$ cat config.mk
export PLATFORM = sky130hd
export DESIGN_NAME = sram_controller_flat
export DESIGN_NICKNAME = d
export VERILOG_FILES = /design/src/rtl/arm_mem_pkg.sv /design/src/rtl/sram_controller_if.sv /design/src/rtl/sram_wait_counter.sv /design/src/rtl/sram_controller.sv /design/src/flat_wrapper.sv
export SDC_FILE = /design/constraint.sdc
export NUM_CORES = 1
export LEC_CHECK = 0
export CORE_MARGIN = 2
export CORE_UTILIZATION = 39
export CTS_CLUSTER_DIAMETER = 150
export CTS_CLUSTER_SIZE = 20
export DETAILED_ROUTE_END_ITERATION = 10
export GPL_TIMING_DRIVEN = 0
export PLACE_DENSITY_LB_ADDON = 0.1
export SETUP_SLACK_MARGIN = 0.4
export SLEW_MARGIN = 20
export SYNTH_ARGS = -nofsm -noshare
export SYNTH_HDL_FRONTEND = slang
export SYNTH_SLANG_ARGS = --single-unit
$ cat constraint.sdc
create_clock -name clk -period 6.4 [get_ports clk]
set_clock_uncertainty 0.2 [all_clocks]
set_input_delay 1.28 -clock clk [delete_from_list [all_inputs] [get_ports clk]]
set_output_delay 1.28 -clock clk [all_outputs]
set_load 0.005 [all_outputs]
$ cat src/rtl/arm_mem_pkg.sv
// Shared definitions for the ARM MEM-stage SRAM controller.
//   MEM_DATA_BASE   : byte address mapped to SRAM word 0
//   MEM_WAIT_CYCLES : default hold time of each 16-bit SRAM access
//   mem_state_t     : access FSM states
//   mem_req_t       : request fields captured when an access starts
package arm_mem_pkg;

  localparam int MEM_DATA_BASE   = 1024;
  localparam int MEM_WAIT_CYCLES = 2;
  localparam int WAIT_W          = 4;   // wait counter width, holds 1..15

  typedef enum logic [1:0] {
    IDLE = 2'd0,
    LOW  = 2'd1,
    HIGH = 2'd2,
    DONE = 2'd3
  } mem_state_t;

  typedef struct packed {
    logic        wr;     // 1 = write, 0 = read
    logic [16:0] word;   // SRAM 32-bit word index
    logic [31:0] wdata;
  } mem_req_t;

endpackage

$ cat src/rtl/sram_controller_if.sv
// MEM-stage request/response bus between the pipeline and the SRAM controller.
//   master : pipeline side (drives requests, receives load data / ready)
//   slave  : controller side
interface sram_controller_if;
  logic        wr_en;
  logic        rd_en;
  logic [31:0] address;
  logic [31:0] write_data;
  logic [31:0] read_data;
  logic        ready;

  modport master (output wr_en, rd_en, address, write_data,
                  input  read_data, ready);
  modport slave  (input  wr_en, rd_en, address, write_data,
                  output read_data, ready);
endinterface

$ cat src/rtl/sram_wait_counter.sv
// Load/decrement counter timing each SRAM half-word phase.
//   clk, rst  : clock, async active-low reset
//   load      : load load_val (has priority over dec)
//   load_val  : cycles-1 for the phase about to start
//   dec       : decrement, saturating at zero
//   tc        : terminal count, high when the count is zero
module sram_wait_counter #(
  parameter int WIDTH = 4
) (
  input  logic             clk,
  input  logic             rst,
  input  logic             load,
  input  logic [WIDTH-1:0] load_val,
  input  logic             dec,
  output logic             tc
);

  logic [WIDTH-1:0] count;

  always_ff @(posedge clk or negedge rst) begin
    if (!rst)                     count <= '0;
    else if (load)                count <= load_val;
    else if (dec && count != '0)  count <= count - 1'b1;
  end

  assign tc = (count == '0);

endmodule

$ cat src/rtl/sram_controller.sv
// ARM MEM-stage to 16-bit asynchronous SRAM controller. Each 32-bit access
// is split into a low half-word phase (LOW) and a high half-word phase
// (HIGH), each held WAIT_CYCLES cycles, followed by a one-cycle DONE.
//   clk, rst      : clock, async active-low reset
//   bus (slave)   : wr_en/rd_en/address/write_data in, read_data/ready out
//   sram_addr     : half-word address {word, half}
//   sram_dq_out/_in/_oe : split bidirectional data bus
//   sram_we_n/oe_n/ce_n : active-low strobes
module sram_controller
  import arm_mem_pkg::*;
#(
  parameter int WAIT_CYCLES = MEM_WAIT_CYCLES,
  parameter int DATA_BASE   = MEM_DATA_BASE
) (
  input  logic                     clk,
  input  logic                     rst,
  sram_controller_if.slave         bus,
  output logic [17:0]              sram_addr,
  output logic [15:0]              sram_dq_out,
  input  logic [15:0]              sram_dq_in,
  output logic                     sram_dq_oe,
  output logic                     sram_we_n,
  output logic                     sram_oe_n,
  output logic                     sram_ce_n
);

  mem_state_t  state, state_nx;
  mem_req_t    req_q, req_live, req_sel;
  logic        req_in;
  logic [31:0] offs;
  logic        unused_offs;
  logic        cnt_load, cnt_dec, cnt_tc;
  logic [15:0] rd_lo;
  logic [31:0] read_data_q;

  assign req_in      = bus.wr_en | bus.rd_en;
  assign offs        = bus.address - 32'(DATA_BASE);
  assign unused_offs = ^{offs[31:19], offs[1:0]};

  // Write wins when both enables are high.
  always_comb begin
    req_live       = '0;
    req_live.wr    = bus.wr_en;
    req_live.word  = offs[18:2];
    req_live.wdata = bus.write_data;
  end

  // The SRAM pins are registered from the next state, so on the IDLE->LOW
  // edge they must see the live request rather than the not-yet-latched copy.
  assign req_sel = (state == IDLE) ? req_live : req_q;

  sram_wait_counter #(.WIDTH(WAIT_W)) u_wait (
    .clk      (clk),
    .rst      (rst),
    .load     (cnt_load),
    .load_val (WAIT_W'(WAIT_CYCLES - 1)),
    .dec      (cnt_dec),
    .tc       (cnt_tc)
  );

  always_ff @(posedge clk or negedge rst) begin
    if (!rst) state <= IDLE;
    else      state <= state_nx;
  end

  always_comb begin
    state_nx = state;
    cnt_load = 1'b0;
    cnt_dec  = 1'b0;
    case (state)
      IDLE: if (req_in) begin
        state_nx = LOW;
        cnt_load = 1'b1;
      end
      LOW: if (cnt_tc) begin
        state_nx = HIGH;
        cnt_load = 1'b1;
      end else begin
        cnt_dec  = 1'b1;
      end
      HIGH: if (cnt_tc) state_nx = DONE;
            else        cnt_dec  = 1'b1;
      DONE: state_nx = IDLE;
      default: state_nx = IDLE;
    endcase
  end

  // Reset term keeps ready high while rst is held even with a request present.
  assign bus.ready = !rst || (state == IDLE && !req_in) || (state == DONE);

  always_ff @(posedge clk or negedge rst) begin
    if (!rst)                      req_q <= '0;
    else if (state == IDLE && req_in) req_q <= req_live;
  end

  always_ff @(posedge clk or negedge rst) begin
    if (!rst) begin
      sram_addr   <= '0;
      sram_dq_out <= '0;
      sram_dq_oe  <= 1'b0;
      sram_we_n   <= 1'b1;
      sram_oe_n   <= 1'b1;
      sram_ce_n   <= 1'b1;
    end else begin
      case (state_nx)
        LOW, HIGH: begin
          sram_addr  <= {req_sel.word, state_nx == HIGH};
          sram_ce_n  <= 1'b0;
          sram_we_n  <= !req_sel.wr;
          sram_oe_n  <= req_sel.wr;
          sram_dq_oe <= req_sel.wr;
          if (req_sel.wr)
            sram_dq_out <= (state_nx == HIGH) ? req_sel.wdata[31:16]
                                              : req_sel.wdata[15:0];
        end
        default: begin
          sram_ce_n  <= 1'b1;
          sram_we_n  <= 1'b1;
          sram_oe_n  <= 1'b1;
          sram_dq_oe <= 1'b0;
        end
      endcase
    end
  end

  // Low half is parked in rd_lo so read_data changes only when a read completes.
  always_ff @(posedge clk or negedge rst) begin
    if (!rst) begin
      rd_lo       <= '0;
      read_data_q <= '0;
    end else if (!req_q.wr && cnt_tc) begin
      if (state == LOW)  rd_lo       <= sram_dq_in;
      if (state == HIGH) read_data_q <= {sram_dq_in, rd_lo};
    end
  end

  assign bus.read_data = read_data_q;

endmodule

$ cat src/flat_wrapper.sv
// flat-port wrapper written by rule: the top's interface ports become plain ports
module sram_controller_flat import arm_mem_pkg::*;
#(
  parameter int WAIT_CYCLES = MEM_WAIT_CYCLES,
  parameter int DATA_BASE   = MEM_DATA_BASE
)
  (clk, rst, sram_addr, sram_dq_out, sram_dq_in, sram_dq_oe, sram_we_n, sram_oe_n, sram_ce_n, bus_wr_en, bus_rd_en, bus_address, bus_write_data, bus_read_data, bus_ready);
  sram_controller_if bus_i ();
  input  logic clk;
  input  logic rst;
  output logic [17:0] sram_addr;
  output logic [15:0] sram_dq_out;
  input  logic [15:0] sram_dq_in;
  output logic sram_dq_oe;
  output logic sram_we_n;
  output logic sram_oe_n;
  output logic sram_ce_n;
  input wire logic [$bits(bus_i.wr_en)-1:0] bus_wr_en;
  input wire logic [$bits(bus_i.rd_en)-1:0] bus_rd_en;
  input wire logic [$bits(bus_i.address)-1:0] bus_address;
  input wire logic [$bits(bus_i.write_data)-1:0] bus_write_data;
  output wire logic [$bits(bus_i.read_data)-1:0] bus_read_data;
  output wire logic [$bits(bus_i.ready)-1:0] bus_ready;
  assign bus_i.wr_en = bus_wr_en;
  assign bus_i.rd_en = bus_rd_en;
  assign bus_i.address = bus_address;
  assign bus_i.write_data = bus_write_data;
  assign bus_read_data = bus_i.read_data;
  assign bus_ready = bus_i.ready;
  sram_controller #(.WAIT_CYCLES(WAIT_CYCLES), .DATA_BASE(DATA_BASE)) u_core (.clk(clk), .rst(rst), .bus(bus_i), .sram_addr(sram_addr), .sram_dq_out(sram_dq_out), .sram_dq_in(sram_dq_in), .sram_dq_oe(sram_dq_oe), .sram_we_n(sram_we_n), .sram_oe_n(sram_oe_n), .sram_ce_n(sram_ce_n));
endmodule
; Word-level counts from Yosys, hierarchy flattened
; Cells that the tools add are included.
[op_classes]
add_sub_neg = 2
reduce_logical = 19
bitwise = 1
n_mux = 17
n_eq_ne = 5
[ops]
columns = cell, count
row1 = two-way mux 50 bit, 1
row2 = "subtractor 19 x 11 -> 19 bit, second input constant", 1
row3 = two-way mux 16 bit, 1
row4 = two-way mux 1 bit, 8
row5 = two-way mux 4 bit, 2
row6 = one-hot mux 2 bit (4 select lines), 1
row7 = "== test 2 bit, second input constant", 3
row8 = two-way mux 2 bit, 3
row9 = AND reduction 2 bit, 3
row10 = "== test 2 x 1 -> 1 bit, second input constant", 2
row11 = logical AND 1 bit, 4
row12 = zero test 1 bit, 4
row13 = zero test 4 bit, 1
row14 = nonzero test 4 bit, 1
row15 = OR reduction 2 bit, 2
row16 = "subtractor 4 x 1 -> 4 bit, second input constant", 1
row17 = zero test 2 bit, 1
row18 = logical OR 1 bit, 2
row19 = one-hot mux 1 bit (2 select lines), 1
row20 = nonzero test 2 bit, 1
row21 = OR 1 bit, 1
[word_totals]
elab_cells = 57
reg_bits = 142

; Logic depth before layout (Yosys ltp)
; Gate-level depths: netlist of the first run.
[depth]
depth_word = 6
ltp_mapped = 12
depth_no_buf = 9

; Cells and area by module
; A second synthesis of the first run with hierarchy kept.
[unflattened]
hier_cells = 425
hier_area_um2 = 6299.8
[modules_own_cells]
columns = mod, instances, area_each_um2, seq_area_each_um2, cells_per_inst
row1 = sram_controller, 1, 6029.5, 3457.1, 398
row2 = sram_wait_counter, 1, 270.3, 100.1, 27

; Worst setup path after synthesis of the first run
; OpenSTA, ideal clock, no wires.
[synth_timing]
path_type = input port to flip-flop
start = in bus_rd_en
end = reg u_core.sram_dq_out[10]
path_stages = 9
arrival_ps = 3389
required_time_ps = 6075
path_buffers = 2
slack_ps = 2685
setup_time_ps = 125
path_cell_list = or3b_1 o22ai_1 nand2_1 inv_1 ha_1 clkbuf_1 clkbuf_1 mux4_2 mux2_4
[synth_between]
elab_chain_cells = 6
word_cells_on_any_way = 8
cone_classes = 2 x eq/ne / 3 x mux / 1 x bitwise / 2 x reduce/logical
[synth_lines]
columns = item, line_no
row1 = from (decl), flat_wrapper.sv:19  ; input wire logic [$bits(bus_i.rd_en)-1:0] bus_rd_en;
row2 = OR 1 bit (*), sram_controller.sv:36  ; assign req_in = bus.wr_en | bus.rd_en;
row3 = two-way mux 2 bit (*), sram_controller.sv:71  ; IDLE: if (req_in) begin
row4 = one-hot mux 2 bit (4 select lines) (*), sram_controller.sv:70  ; case (state)
row5 = named net u_core.state_nx[1], sram_controller.sv:27  ; mem_state_t state, state_nx;
row6 = == test 2 x 1 -> 1 bit or == test 2 bit (tied branches), "sram_controller.sv:105, sram_controller.sv:113"
row7 = OR reduction 2 bit, sram_controller.sv:105  ; case (state_nx)
row8 = AND reduction 2 bit (no source line), n/a
row9 = to (signal assigned), sram_controller.sv:113  ; sram_dq_out <= (state_nx == HIGH) ? req_sel.wdata[31:16]
row10 = to (decl), sram_controller.sv:19  ; output logic [15:0] sram_dq_out,
; Mark *: on every way through the listed nets, which the timed path passes. The rest lies on a longest branch.
; A chain may end at the register's enable or synchronous reset.

; Worst setup path in the final report of the first run
[layout_timing]
start = in bus_wr_en
end = reg u_core.sram_dq_out[9]
[layout_between]
elab_chain_cells = 6
word_cells_on_any_way = 9
cone_classes = 2 x eq/ne / 4 x mux / 1 x bitwise / 2 x reduce/logical
[layout_lines]
columns = item, line_no
row1 = from (decl), flat_wrapper.sv:18  ; input wire logic [$bits(bus_i.wr_en)-1:0] bus_wr_en;
row2 = OR 1 bit (*), sram_controller.sv:36
row3 = two-way mux 2 bit (*), sram_controller.sv:71
row4 = one-hot mux 2 bit (4 select lines) (*), sram_controller.sv:70
row5 = named net u_core.state_nx[1], sram_controller.sv:27
row6 = == test 2 x 1 -> 1 bit or == test 2 bit (tied branches), "sram_controller.sv:105, sram_controller.sv:113"
row7 = OR reduction 2 bit, sram_controller.sv:105
row8 = AND reduction 2 bit (no source line), n/a
; Marks and branches as above.

==> results of run 1 <==
## synthesized netlist by cell type
cell and n:
or4_1 1, xor2_1 4, o21ai_1 1, nand4_1 1
clkbuf_1 17, a211oi_1 5, mux2_2 59, mux2_4 8
ha_1 8, buf_12 1, a21oi_2 1, nand3_1 2
nor3_1 2, mux4_2 16, nor3b_1 1, dfstp_2 3
a22oi_1 1, nor2_1 14, o22ai_1 1, nand4b_1 1
xnor2_1 4, buf_2 6, and2_1 1, o21a_1 1
or3b_1 2, nand3b_1 1, nand2_1 152, and3_1 1
a22o_1 1, mux2i_1 10, o21ai_0 25, clkbuf_2 1
nand2b_1 1, buf_1 3, nor4_1 1, dfrtp_1 139
a21oi_1 4, mux2i_4 1, inv_1 10, or3_2 1
a21o_1 5, a211oi_2 1
## stage by stage
step                      total power [mW]  instances  cell area, um2  setup TNS [ns]
after floorplan                      2.709        518            6170               0
after global placement               3.475        868            7825         -260.78
after detailed placement             3.543        869            7858               0
after CTS                            4.595        901            8478               0
after global routing                 4.865        901            8478               0
final                                4.536        901            8478               0
## sequential cells by signal, indices dropped and copies added, names as in the netlist
| name | flops |
|---|---|
| u_core.sram_we_n | 1 |
| u_core.sram_oe_n | 1 |
| u_core.sram_dq_oe | 1 |
| u_core.state | 2 |
| u_core.rd_lo | 16 |
| u_core.sram_ce_n | 1 |
| u_core.sram_dq_out | 16 |
| u_core.req_q | 50 |
| u_core.bus.read_data | 32 |
| u_core.u_wait.count | 4 |
| u_core.sram_addr | 18 |
## path summary, 6_finish.rpt
| check | start | end | depth (start not counted) |
|---|---|---|---|
| worst max register to register | u_core.state[0] | u_core.sram_dq_out[9] | 12 |
| worst min register to register | u_core.req_q[30] | u_core.req_q[30] | 2 |
| worst max-delay path | bus_wr_en | u_core.sram_dq_out[9] | 10 |
| worst min-delay path | u_core.req_q[30] | u_core.req_q[30] | 2 |
| max in group asynchronous | rst | u_core.sram_we_n | 2 |
| min in group asynchronous | rst | u_core.bus.read_data[20] | 1 |
## power groups by stage
| stage | registers [mW] | logic, mW | clock network (mW) |
|---|---|---|---|
| CTS | 1.59 | 1.96 | 1.05 |
| detailed placement | 1.60 | 1.94 | 0 |
| floorplan | 1.56 | 1.15 | 0 |
| finish | 1.58 | 1.92 | 1.03 |
| global placement | 1.58 | 1.90 | 0 |
| global route | 1.64 | 2.13 | 1.09 |
## logic make-up after synthesis
kind of cell / after synthesis / share of synthesized area
AOI/OAI and AO/OA: 46 / 0.04482
xor gates and xnor gates: 8 / 0.01136
adders and majority gates: 8 / 0.01622
buffers and inverters: 38 / 0.02717
DFF: 142 / 0.5766
muxes: 94 / 0.2054
and+or+nand+nor: 182 / 0.1184
## routing by layer
metal | global-route usage | share of wire | vias up
met2 | 0.2938 | 0.50 | 106
met3 | 0.05371 | 0.059 | 13
met1 | 0.2165 | 0.43 | 2166
li1 | - | - | 2075
met5 | 0 | 0 | -
met4 | 0.06452 | 0.012 | 0
## area by class of cell
class	count	area [um2]	share of cell area
plain buffers	28	130.1	0.01535
clock buffers	17	425.4	0.05018
clock inverters	15	195.2	0.02302
inverters	10	37.54	0.004427
multi-input cells	338	2445	0.2884
flip-flops and latches	142	3557	0.4196
well taps	211	264.0	0.03114
repair buffers	140	1424	0.1679
## worst max-delay path, stage by stage
cell and delay (ns):
clkdlybuf4s50_1 0.50, or3b_1 0.44, o22ai_1 0.27, nand2_1 0.14
inv_1 0.10, ha_1 0.14, clkbuf_1 0.42, clkbuf_1 0.53
mux4_2 0.41, mux2_4 0.27
==> impl_metrics.json, run 1 <==
{
  "outcome": "finished clean",
  "cts.sinks": 142,
  "netSwitchingPower_mw": 1.449,
  "antenna_found_initial": 0,
  "ios": 155,
  "nets": 769,
  "fillers": 1347,
  "seq_power_share": 0.349,
  "critical_path_class": "primary input to flip-flop",
  "yosys.area.top_type": "dfrtp_1",
  "drc": 0,
  "cts_tree": "done",
  "clock_latency_ns": 0.41,
  "rsz0062_at_grt": "no",
  "internal_power_mw": 3.087,
  "finalCritPeriodShare": 0.6906,
  "hold_ws_ns": 0.2724,
  "fin_crit_ns": 4.420,
  "yosys_warnings": 0,
  "grt_pass1_vias": 4446,
  "ys_seq_elements": 142,
  "synth_area_leaders": "dfrtp_1, mux2_2, nand2_1",
  "critical_path.max_fanout": 10,
  "finalSetupViolations": 0,
  "numCtsBuffers": 17,
  "synth_top_area_frac": 0.5638,
  "die_area_um2": 16840,
  "rrSetupSlack_ns": 2.51,
  "slew_headroom": 0.5665,
  "grt_max_degree": 97,
  "gr-total-overflow": 0,
  "cts_max_level": 4,
  "vdd_drop_max_mv": 0.2205,
  "cap_violations": 0,
  "fp.dieH_um": 129.8,
  "route.detailed.wl_per_inst_um": 15.51,
  "initial_core_util": 0.4029,
  "syn-num-nets": 610,
  "setup_ws_ns": 1.980,
  "antenna_cells": 0,
  "pwr-share-comb": 0.424,
  "grt.total_usage": 0.1759,
  "hpwl_um": 10090,
  "hp-class": "flip-flop to flip-flop",
  "p_leak_nw": 3.806,
  "cts_resized": 0,
  "cts_setup_buffers": 0,
  "final_cell_mix": "nand2_1, dfrtp_1, clkdlybuf4s50_1, mux2_2, o21ai_0",
  "ctsHoldBuffers": 0,
  "core_um2": 15310,
  "cp-end-kind": "flip-flop",
  "syn_to_final_growth_pct": 37.42,
  "fmax_ghz": 0.2263,
  "num_rows": 45,
  "via_per_inst": 4.839,
  "die_w_um": 129.8,
  "swShare": 0.3194,
  "layout_commonest_cell": "nand2_1",
  "ys_seq_area_frac": 0.5766,
  "cp_data_required_time_ns": 6.50,
  "avgSynthCellArea_um2": 11.91,
  "gp_congestion": 0.8189,
  "place.port_buffers": 139,
  "clockRootBuffer": "clkbuf_16",
  "ys_types": 42,
  "powerDensity_nw_per_um2": 535.0,
  "synthCells": 518,
  "clock_power_share": 0.227,
  "syn-cell-area_um2": 6170,
  "drt_first_pass_iters": 6,
  "pre_cts_slack_ns": 1.561,
  "slew_violations": 0,
  "routed_wl_um": 13980,
  "antenna_left": 0,
  "finalHoldViolCount": 0,
  "initialDrtViolationCount": 123,
  "clock_path_buffers": 2,
  "clk_pin_slew_worst_paths_ns": 0.06,
  "worstMarginPinSlew_ns": 0.6502,
  "layout-drive-gt1-share": 0.1913,
  "utilization": 0.5536,
  "crit_arrival_ns": 4.52,
  "grt_pass1_wl_um": 22660,
  "vias": 4360,
  "cp-start-kind": "primary input"
}
Note: power is estimated with default switching activity, not from simulation.
==> inputs of run 2 (changes only) <==
==> constraint.sdc (replaced) <==
create_clock -name clk -period 3.8 [get_ports clk]
set_clock_uncertainty 0.2 [all_clocks]
set_input_delay 0.76 -clock clk [delete_from_list [all_inputs] [get_ports clk]]
set_output_delay 0.76 -clock clk [all_outputs]
set_load 0.005 [all_outputs]
==> impl_metrics.json, run 2 (synthesis gave the netlist of run 1 again) <==
{
  "outcome": "finished clean",
  "final_cell_mix": "nand2_1, dfrtp_1, clkdlybuf4s50_1, mux2_2, o21ai_0",
  "via_per_inst": 4.825,
  "max_flop_register": "u_core.req_q",
  "antenna_left": 0,
  "grt_max_degree": 97,
  "cts_tree": "done",
  "grt_pass1_wl_um": 22660,
  "critical_path.max_fanout": 4,
  "slew_violations": 0,
  "core_um2": 15310,
  "antenna_cells": 0,
  "crit_slowest_cell": "clkdlybuf4s50_1",
  "cp-end-kind": "primary output",
  "largest_reg_flops": 50,
  "clock_path_buffers": 2,
  "grt_pass1_vias": 4446,
  "vias": 4347,
  "clockRootBuffer": "clkbuf_16",
  "routed_wl_um": 14010,
  "num_rows": 45,
  "powerDensity_nw_per_um2": 901.0,
  "ios": 155,
  "pre_cts_slack_ns": -0.5187,
  "vdd_drop_max_mv": 0.3711,
  "gp_congestion": 0.8189,
  "crit_arrival_ns": 2.36,
  "clock_latency_ns": 0.42,
  "cp-start-kind": "primary input",
  "route.detailed.wl_per_inst_um": 15.54,
  "place.port_buffers": 139,
  "cp_slowest_stage_delay_ns": 0.55,
  "hpwl_um": 10090,
  "cp_data_required_time_ns": 2.84,
  "power_mw": 7.652,
  "fin_crit_ns": 3.319,
  "cts.sinks": 142,
  "worstMarginPinSlew_ns": 0.6502,
  "grt.total_usage": 0.1759,
  "finalSetupViolations": 0,
  "finalCritPeriodShare": 0.8733,
  "cap_violations": 0,
  "syn_to_final_growth_pct": 37.66,
  "finalHoldViolCount": 0,
  "fmax_ghz": 0.3013,
  "layout-drive-gt1-share": 0.2014,
  "ctsHoldBuffers": 0,
  "cts_max_level": 4,
  "drt_first_pass_iters": 4,
  "cts_setup_buffers": 0,
  "rsz0062_at_grt": "no",
  "gr-total-overflow": 0,
  "p_leak_nw": 3.818,
  "setup_ws_ns": 0.4814,
  "clk_pin_slew_worst_paths_ns": 0.06,
  "critical_path_class": "primary input to primary output",
  "crit_chain": "clkdlybuf4s50_1, or3b_4, nand3b_1, clkdlybuf4s50_1",
  "antenna_found_initial": 0,
  "numCtsBuffers": 17,
  "utilization": 0.5546,
  "nets": 769,
  "initialDrtViolationCount": 122,
  "drc": 0,
  "die_area_um2": 16840,
  "hp-class": "primary input to async pin",
  "fp.dieH_um": 129.8,
  "layout_commonest_cell": "nand2_1",
  "initial_core_util": 0.4029,
  "slew_headroom": 0.5665,
  "path_common_cell": "clkdlybuf4s50_1",
  "die_w_um": 129.8
}
-- run 2: changes by cell type in the layout (fill, tap and decap cells not counted), sizes merged --
cell | previous run | this run
buf | 12 | 13
clkbuf | 35 | 34
-- run 2: final timing paths --
| check | start | end | slack (ns) | depth (start not counted) |
|---|---|---|---|---|
| max reg2reg | u_core.state[1] | u_core.sram_dq_out[9] | 0.58 | 12 |
| max | bus_rd_en | bus_ready | 0.48 | 4 |
| min | rst | u_core.bus.read_data[20] | 0.03 | 1 |
| max in group asynchronous | rst | u_core.sram_we_n | 2.57 | 2 |
| min in group clk | u_core.req_q[30] | u_core.req_q[30] | 0.27 | 2 |
| min reg2reg | u_core.req_q[30] | u_core.req_q[30] | 0.27 | 2 |
-- run 2: final cells by class --
| cell class | instances | area (um2) |
|---|---|---|
| plain buffers | 28 | 136.4 |
| clock buffers | 17 | 425.4 |
| clock inverters | 15 | 195.2 |
| fillers | 1349 | 6822 |
| inverters | 10 | 37.54 |
| multi-input cells | 338 | 2454 |
| flip-flops and latches | 142 | 3557 |
| well taps | 211 | 264.0 |
| repair buffers | 140 | 1424 |
-- run 2: per-layer routing --
layer | up-vias | global-route usage | routed length [um]
li1 | 2074 | - | -
met4 | 0 | 0.06452 | 194
met5 | - | 0 | 0
met3 | 13 | 0.05371 | 817
met1 | 2155 | 0.2165 | 6059
met2 | 105 | 0.2938 | 6932
-- run 2: repair_timing --
| action | in CTS | in global routing |
|---|---|---|
| gates resized for setup | 3 | 7 |
| cloned | 0 | 0 |
| pin swaps | 0 | 0 |
| endpoints found under the setup margin | 10 | 16 |
-- run 2: power by group --
part | internal, mW | total, mW | switching [mW]
Sequential | 2.28 | 2.67 | 0.381
Clock | 1.10 | 1.74 | 0.640
Combinational | 1.83 | 3.25 | 1.42
Total | 5.21 | 7.65 | 2.44
-- run 2: stage by stage --
| step | TNS (ns) | hold slack [ns] | std cells | area, um2 |
|---|---|---|---|---|
| final | 0 | 0.02551 | 901 | 8493 |
| after global placement | -562.19 | 0.2518 | 868 | 7825 |
| after global routing | 0 | 0.04837 | 901 | 8493 |
| after CTS | 0 | 0.03291 | 901 | 8483 |
| after detailed placement | -4.617 | 0.2605 | 869 | 7858 |
| after floorplan | 0 | 0.2403 | 518 | 6170 |
-- run 2: worst max-delay path: cells and delay by family --
kind / cells / cell delay [ns]
simple gates: 2 / 0.56
buf+inv: 2 / 1.04
==> inputs of run 3 (changes only) <==
--- a/config.mk
+++ b/config.mk
@@ -12,6 +12,7 @@
 export DETAILED_ROUTE_END_ITERATION = 10
 export GPL_TIMING_DRIVEN = 0
 export PLACE_DENSITY_LB_ADDON = 0.1
+export REMOVE_ABC_BUFFERS = 1
 export SETUP_SLACK_MARGIN = 0.4
 export SLEW_MARGIN = 20
 export SYNTH_ARGS = -nofsm -noshare
==> impl_metrics.json, run 3 (synthesis gave the netlist of run 1 again) <==
{
  "die_w_um": 129.8,
  "critical_path.max_fanout": 17,
  "drt_first_pass_iters": 4,
  "cp-endpoint": "u_core.sram_dq_out[8]",
  "finalCritPeriodShare": 0.8569,
  "hp-class": "primary input to async pin",
  "gr-total-overflow": 0,
  "die_area_um2": 16840,
  "num_rows": 45,
  "grt_pass1_vias": 4319,
  "grt.total_usage": 0.1712,
  "clock_latency_ns": 0.42,
  "worstMarginPinSlew_ns": 0.9211,
  "cts_tree": "done",
  "nets": 748,
  "slew_headroom": 0.3728,
  "grt_max_degree": 80,
  "finalHoldViolCount": 0,
  "final_cell_mix": "nand2_1, dfrtp_1, clkdlybuf4s50_1, mux2_2, o21ai_0",
  "placed_area_um2": 7858,
  "place.port_buffers": 139,
  "power_mw": 7.577,
  "setup_tns_ns": 0,
  "finalSetupViolations": 0,
  "clk_pin_slew_worst_paths_ns": 0.06,
  "antenna_left": 0,
  "fin_crit_ns": 3.256,
  "core_um2": 15310,
  "initialDrtViolationCount": 174,
  "grt_pass1_wl_um": 22110,
  "rrSetupSlack_ns": 0.56,
  "rsz0062_at_grt": "no",
  "cp-start-kind": "primary input",
  "layout_commonest_cell": "nand2_1",
  "hpwl_um": 8921,
  "critical_path_class": "primary input to flip-flop",
  "hold_ws_ns": 0.08556,
  "rr_startpoint": "u_core.state[1]",
  "numCtsBuffers": 17,
  "cp_data_required_time_ns": 3.91,
  "routed_wl_um": 13600,
  "layout-drive-gt1-share": 0.2051,
  "clockRootBuffer": "clkbuf_16",
  "fmax_ghz": 0.3071,
  "reg2reg_depth": 10,
  "critPathLaunch": "bus_wr_en",
  "cts_max_level": 4,
  "cap_violations": 0,
  "ctsHoldBuffers": 0,
  "powerDensity_nw_per_um2": 892.6,
  "syn_to_final_growth_pct": 37.58,
  "worstReg2RegEnd": "u_core.sram_dq_out[8]",
  "outcome": "finished clean",
  "via_per_inst": 4.853,
  "p_leak_nw": 3.782,
  "initial_core_util": 0.4029,
  "ios": 155,
  "fillers": 1301,
  "largest_reg_flops": 50,
  "crit_arrival_ns": 3.37,
  "max_flop_register": "u_core.req_q",
  "vdd_drop_max_mv": 0.4938,
  "fin_area_um2": 8488,
  "antenna_cells": 0,
  "route.detailed.wl_per_inst_um": 15.47,
  "clock_path_buffers": 2,
  "fp.dieH_um": 129.8,
  "cp-end-kind": "flip-flop",
  "antenna_found_initial": 0,
  "gp_congestion": 0.7087,
  "vias": 4266,
  "slew_violations": 0,
  "cts.sinks": 142,
  "drc": 0
}
[run 3: cell types whose count changed in the layout (fill, tap and decap cells not counted), sizes merged]
cell and delta:
clkinv -5, buf -5, bufinv -2, dlymetal6s2s +1, clkdlybuf4s50 -1, clkbuf -16, bufbuf +1, clkinvlp +5
[run 3: stage by stage]
step	setup slack, ns	instances	util
2_1_floorplan	-0.5145	490	-
3_3_place_gp	-3.968	840	0.5025
3_5_place_dp	-0.2056	845	0.5131
4_1_cts	0.4022	879	0.5540
5_1_grt	0.4153	879	0.5542
6_report	0.5438	879	0.5542
[run 3: worst max-delay path, stage by stage]
cell             delay, ns
clkdlybuf4s50_1       0.52
or3b_1                0.44
o22ai_1               0.23
nand2_1               0.12
inv_1                 0.09
ha_2                  0.52
mux4_2                0.39
mux2_4                0.28
[run 3: routing by layer]
metal,track usage,part of all wire,up-vias
li1,-,-,2029
met1,0.2288,0.46,2106
met2,0.2565,0.46,115
met3,0.06191,0.066,16
met4,0.06578,0.016,0
met5,0,0,-
[run 3: report_power, final]
group	internal [mW]	switching (mW)	total, mW
clock network	0.962	0.649	1.61
logic	1.92	1.39	3.31
registers	2.28	0.372	2.66
[run 3: worst min path at each step]
stage                     cells after the start             start  slack, ns                        to
after floorplan                               2  u_core.req_q[16]       0.24          u_core.req_q[16]
after global placement                        2  u_core.req_q[30]       0.25          u_core.req_q[30]
after detailed placement                      2  u_core.req_q[29]       0.26          u_core.req_q[29]
after CTS                                     1               rst       0.09  u_core.bus.read_data[11]
after global routing                          1               rst       0.12  u_core.bus.read_data[28]
final                                         1               rst       0.09  u_core.bus.read_data[11]
[run 3: final cells by class]
class,instances,area (um2),share of cell area
multi-input combinational,338,2475,0.2916
clock inverter,13,143.9,0.01695
sequential,142,3558,0.4192
tap,211,264.0,0.03110
clock buffer,18,429.2,0.05056
timing repair buffer,147,1580,0.1862
inverter,10,37.54,0.004422
[run 3: timing repair]
| item | CTS | global route |
|---|---|---|
| setup endpoints to repair | 35 | 17 |
| gates cloned | 1 | 0 |
| pin swaps | 1 | 0 |
| resized for setup | 2 | 3 |
| buffers inserted | 2 | 0 |
